File: src/rtl/debounce_pkg.sv
// Shared types for the button debouncer: FSM state encoding and glitch counter width.
package debounce_pkg;
  typedef enum logic [1:0] {IDLE_LOW, WAIT_HIGH, IDLE_HIGH, WAIT_LOW} deb_state_t;
  localparam int GLITCH_W = 8;
endpackage

File: src/rtl/sync_chain.sv
// Metastability synchronizer: SYNC_STAGES flops in series, cleared asynchronously.
module sync_chain #(
  parameter int SYNC_STAGES = 2
) (
  input  logic clock,
  input  logic reset,
  input  logic d,
  output logic q
);
  logic [SYNC_STAGES-1:0] stages;

  always_ff @(posedge clock or posedge reset) begin
    if (reset) stages <= '0;
    else       stages <= {stages[SYNC_STAGES-2:0], d};
  end

  assign q = stages[SYNC_STAGES-1];
endmodule

File: src/rtl/button_debouncer.sv
// Debounces an asynchronous input into a clean level plus one-cycle rise/fall pulses.
// Optional saturating abort counter on glitch_count when DEBOUNCE_GLITCH_CNT_EN is defined.
module button_debouncer
  import debounce_pkg::*;
#(
  parameter int STABLE_CYCLES = 4,
  parameter int SYNC_STAGES   = 2
) (
  input  logic                clock,
  input  logic                reset,
  input  logic                raw_in,
  output logic                level_out,
  output logic                rise_pulse,
  output logic                fall_pulse
`ifdef DEBOUNCE_GLITCH_CNT_EN
  ,
  output logic [GLITCH_W-1:0] glitch_count
`endif
);
  localparam int CNT_W = $clog2(STABLE_CYCLES + 1);
  // Count value at which the next matching sample completes the window.
  localparam logic [CNT_W-1:0] CNT_LAST = CNT_W'(STABLE_CYCLES - 1);

  logic             s;
  deb_state_t       state, state_nxt;
  logic [CNT_W-1:0] cnt, cnt_nxt;
  logic             level_nxt, rise_nxt, fall_nxt, abort;

  sync_chain #(.SYNC_STAGES(SYNC_STAGES)) u_sync (
    .clock (clock),
    .reset (reset),
    .d     (raw_in),
    .q     (s)
  );

  always_ff @(posedge clock or posedge reset) begin
    if (reset) begin
      state      <= IDLE_LOW;
      cnt        <= '0;
      level_out  <= 1'b0;
      rise_pulse <= 1'b0;
      fall_pulse <= 1'b0;
    end else begin
      state      <= state_nxt;
      cnt        <= cnt_nxt;
      level_out  <= level_nxt;
      rise_pulse <= rise_nxt;
      fall_pulse <= fall_nxt;
    end
  end

  always_comb begin
    state_nxt = state;
    cnt_nxt   = cnt;
    level_nxt = level_out;
    rise_nxt  = 1'b0;
    fall_nxt  = 1'b0;
    abort     = 1'b0;
    case (state)
      IDLE_LOW: if (s) begin
        // A one-sample window accepts the change immediately.
        if (STABLE_CYCLES == 1) begin
          state_nxt = IDLE_HIGH;
          level_nxt = 1'b1;
          rise_nxt  = 1'b1;
        end else begin
          state_nxt = WAIT_HIGH;
          cnt_nxt   = CNT_W'(1);
        end
      end
      WAIT_HIGH: begin
        if (!s) begin
          state_nxt = IDLE_LOW;
          cnt_nxt   = '0;
          abort     = 1'b1;
        end else if (cnt == CNT_LAST) begin
          state_nxt = IDLE_HIGH;
          cnt_nxt   = '0;
          level_nxt = 1'b1;
          rise_nxt  = 1'b1;
        end else begin
          cnt_nxt = cnt + CNT_W'(1);
        end
      end
      IDLE_HIGH: if (!s) begin
        if (STABLE_CYCLES == 1) begin
          state_nxt = IDLE_LOW;
          level_nxt = 1'b0;
          fall_nxt  = 1'b1;
        end else begin
          state_nxt = WAIT_LOW;
          cnt_nxt   = CNT_W'(1);
        end
      end
      WAIT_LOW: begin
        if (s) begin
          state_nxt = IDLE_HIGH;
          cnt_nxt   = '0;
          abort     = 1'b1;
        end else if (cnt == CNT_LAST) begin
          state_nxt = IDLE_LOW;
          cnt_nxt   = '0;
          level_nxt = 1'b0;
          fall_nxt  = 1'b1;
        end else begin
          cnt_nxt = cnt + CNT_W'(1);
        end
      end
      default: begin
        state_nxt = IDLE_LOW;
        cnt_nxt   = '0;
      end
    endcase
  end

`ifdef DEBOUNCE_GLITCH_CNT_EN
  always_ff @(posedge clock or posedge reset) begin
    if (reset)                             glitch_count <= '0;
    else if (abort && glitch_count != '1)  glitch_count <= glitch_count + GLITCH_W'(1);
  end
`else
  logic unused_abort;
  assign unused_abort = abort;
`endif
endmodule

File: config.mk
export PLATFORM = sky130hd
export DESIGN_NAME = button_debouncer
export DESIGN_NICKNAME = d
export VERILOG_FILES = /design/src/rtl/debounce_pkg.sv /design/src/rtl/sync_chain.sv /design/src/rtl/button_debouncer.sv
export SDC_FILE = /design/constraint.sdc
export NUM_CORES = 1
export LEC_CHECK = 0
export CORE_AREA = 2 2 39 41
export DETAILED_ROUTE_END_ITERATION = 8
export DIE_AREA = 0 0 41 43
export PLACE_DENSITY = 0.47
export SKIP_LAST_GASP = 1
export SLEW_MARGIN = 20
export SYNTH_ARGS = -nofsm -noshare
export SYNTH_HDL_FRONTEND = slang
export SYNTH_SLANG_ARGS = --single-unit
File: constraint.sdc
create_clock -name clock -period 2.7 [get_ports clock]
set_clock_uncertainty 0.15 [all_clocks]
set_input_delay 0.54 -clock clock [delete_from_list [all_inputs] [get_ports clock]]
set_output_delay 0.54 -clock clock [all_outputs]
set_load 0.01 [all_outputs]
# After elaboration in Yosys (flattened, before gate mapping)

Index checks and enable logic that the tools add are counted.

Equality and inequality tests: 12
Mux-type cells: 23
Reductions and logical operators: 5
Add/sub/neg operators: 1

Operator list:

| operator                                               | number |
|---|---|
| two-way mux 3 bit                                      | 5 |
| two-way mux 2 bit                                      | 6 |
| case mux 3 bit (4 select lines)                        | 1 |
| two-way mux 1 bit                                      | 9 |
| inequality test 2 bit (second input constant)          | 4 |
| case mux 2 bit (4 select lines)                        | 1 |
| AND reduction 5 bit                                    | 1 |
| equality test 2 bit (second input constant)            | 2 |
| inequality test 2 x 1 -> 1 bit (second input constant) | 2 |
| AND reduction 4 bit                                    | 1 |
| adder 3 x 1 -> 3 bit (second input constant)           | 1 |
| equality test 3 x 2 -> 1 bit (second input constant)   | 1 |
| inequality test 3 x 2 -> 1 bit (second input constant) | 1 |
| inequality test 3 bit (second input constant)          | 1 |
| equality test 2 x 1 -> 1 bit (second input constant)   | 1 |
| zero test 2 bit                                        | 1 |
| case mux 1 bit (2 select lines)                        | 1 |
| AND reduction 2 bit                                    | 1 |
| nonzero test 2 bit                                     | 1 |

Input bits: 3
Logic and storage cells: 47
Register bits after elaboration: 10
Output and inout bits: 3

# Longest topological paths before layout

Depth after elaboration: 4
Depth in mapped cells: 4
Depth with buffers taken out: 4

# Modules after synthesis

From an unflattened synthesis, not the netlist that was laid out.

Cell total of the unflattened synthesis: 31
Area total of the unflattened synthesis: 402.9 sq um

By module, submodules not included:

| module           | sequential area each (sq um) | instances | cells each | area an instance (sq um) |
|---|---|---|---|---|
| button_debouncer | 200.2                        | 1         | 28         | 349.1 |
| sync_chain       | 50.0                         | 1         | 3          | 53.8 |

# Least setup slack after synthesis

No wires, ideal clock.

Kind: reg2reg
Start: register with a tool-made name
End: register cnt[2]
Setup time: 0.119 ns
Cell stages (with the launch flop): 4
Arrival time: 0.963 ns
Required time: 2.431 ns
Path buffers: 0
Period minus slack after synthesis: 1.232 ns
Slack: 1.468 ns
Cell sequence: dfrtp_1 > xor2_2 > and3b_1 > o21a_1

RTL lines:

| element              | line                   | text |
|---|---|---|
| to (signal assigned) | button_debouncer.sv:45 | `cnt <= cnt_nxt;` |
| to (decl)            | button_debouncer.sv:26 | `logic [CNT_W-1:0] cnt, cnt_nxt;` |

# Final worst setup path

Start: register level_out
End: output level_out

RTL lines:

| element                | line                   | text |
|---|---|---|
| from (decl)            | button_debouncer.sv:12 | `output logic level_out,` |
| from (signal assigned) | button_debouncer.sv:46 | `level_out <= level_nxt;` |

No word-level cell between the ends.

==> flow_summary.yaml <==
run_status:
  status: "finished clean"
critical_path:
  crit_buf_inv: 1
  path_delay_family: "buffers and inverters"
  crit_fanout: 3
  crit_type: "reg -> out"
  crit_path_start_kind: "flop"
  path_cells: "clkdlybuf4s50_1"
  critPathCaptureType: "output pin"
  arrival_ns: 1.16
  critPathMaxStageDelay_ns: 0.54
  slowest_stage: "clkdlybuf4s50_1"
  critPathRequiredTime_ns: 2.01
layout:
  area_growth_pct: 22.7
  final_common_cell: "dfrtp_1"
  drive_above_1_share: 0.143
  nets: 48
  post-route-cell-area_sq_um: 500
  regArea_sq_um: 250
  multi_input_area_sq_um: 146
  final_cell_mix: "dfrtp_1 (10), clkdlybuf4s50_1 (5), nand2_1 (4)"
  antenna_cells: 0
  fill_cells: 149
timing:
  hold_viol: 0
  period_needed_ns: 1.85
  post-route-period-util: 0.684
  setup_viol: 0
  slew_viol_final: 0
  worst_pin_slew_ns: 0.382
  timing.final.ws_setup_ns: 0.853
  max_freq_mhz: 541
  fin_tns_setup_ns: 0
  grt_setup_unrepaired: "no"
  max-slew-margin-rel: 0.745
die:
  die_w_microns: 41
  die_h_microns: 43
  fp.coreArea_sq_mm: 0.00138
  dieArea_sq_mm: 0.00176
  rows: 14
  start_util: 0.295
  io_pins: 6
place:
  place_area_sq_um: 478
  dpl.hpwl_microns: 479
  io_buffers: 5
  gp_congestion: 0.669
  post-place-ws_ns: 1.14
synthesis:
  synthCells: 34
  yosysWarnings: 0
  synth_fp_nets: 38
  netlist_area_sq_um: 408
  ys_seq_area_frac: 0.613
  avgSynthCellArea_sq_um: 12.0
  ys_types: 17
  ys_ff_latch: 10
clocking:
  cts_setup_buffers: 0
  clockBufferDepth: 2
  cts.sinks: 10
  cts_hold_buf: 0
  ctsResizeCount: 0
  htreeDepth: 1
  clk_pin_slew_ns: 0.06
  cts_buffers: 3
  clock_latency_ns: 0.25
  cts_tree: "built"
  cts-root-buf: "clkbuf_4"
detailed_routing:
  drtAntennaViolNets: 0
  routed_wl_microns: 626
  num_vias: 253
  via_per_inst: 4.36
  firstDrtPassIters: 2
  drtIter0Drc: 1
  drc: 0
  wl_per_cell_microns: 10.8
global_routing:
  grt-ovfl-total: 0
  grt_max_degree: 11
  grt_util_all_layers: 0.0991
  grt_pass1_wl_mm: 1.14
  grt_pass1_vias: 269
  antenna_found_initial: 0
pwr:
  peakVddDrop_uv: 299
  p_per_area_mw_per_mm2: 854
  power_leakage_nw: 0.234
  p_total_mw: 0.428
run:
  cap_violations: 0
hold_path:
  min_path_type: "reg -> reg"
==> sequential cells by signal (all words and copies together) (netlist names), named ones only <==
signal,flops
cnt,3
u_sync.stages,2
fall_pulse,1
level_out,1
rise_pulse,1
state,1
==> cells in the mapped netlist <==
cell,number,area (sq um)
dfrtp_1,10,250
nand2_1,4,15.0
inv_1,3,11.3
nor2_1,2,7.51
o21a_1,2,15.0
o21ai_0,2,10.0
and2_2,1,7.51
and3b_1,1,8.76
ha_1,1,12.5
nand2b_1,1,6.26
nand3_1,1,5.00
nand3b_1,1,7.51
nor2b_1,1,6.26
nor3_1,1,5.00
o211ai_1,1,7.51
o32ai_2,1,16.3
xor2_2,1,16.3
==> kinds of logic after synthesis <==
group	synth area share
buffers and inverters	0.0276
and+or+nand+nor	0.169
xor gates and xnor gates	0.0399
adders and majority gates	0.0307
AOI/OAI and AO/OA	0.120
DFF	0.613
==> power by group <==
part           switching [mW]  internal (mW)  total (mW)
registers              0.0332          0.181       0.214
clock network          0.0440         0.0511      0.0951
logic                  0.0582         0.0605       0.119
==> metrics by stage <==
stage,std cells,hold WS (ns),utilization
floorplan,34,0.181,-
global placement,55,0.192,0.345
detailed placement,55,0.191,0.345
CTS,58,0.205,0.362
global route,58,0.208,0.362
finish,58,0.202,0.362
==> layout make-up <==
cell class              instances  area share
inverters                       3      0.0225
clock buffers                   3      0.0450
flip-flops and latches         10       0.500
well taps                      16      0.0400
multi-input cells              21       0.292
repair buffers                  5       0.100
==> per-layer routing <==
metal / vias up / part of all wire / track usage
met2: 3 / 0.49 / 0.134
met5: - / 0 / 0
met3: 0 / 0.032 / 0.0157
met4: 0 / 0 / 0.0800
met1: 121 / 0.48 / 0.133
li1: 129 / - / -
==> worst paths after layout <==
| kind | startpoint | to | slack (ns) | cells after the start |
|---|---|---|---|---|
| worst max-delay path | level_out | level_out | 0.85 | 1 |
| worst min-delay path | u_sync.stages[0] | u_sync.stages[1] | 0.20 | 0 |
| worst max register to register | cnt[0] | level_out | 1.30 | 4 |
| worst min register to register | u_sync.stages[0] | u_sync.stages[1] | 0.20 | 0 |
| max in group asynchronous | reset | cnt[1] | 1.71 | 2 |
| min in group asynchronous | reset | level_out | 0.42 | 2 |
Note: power is estimated with default switching activity, not from simulation.
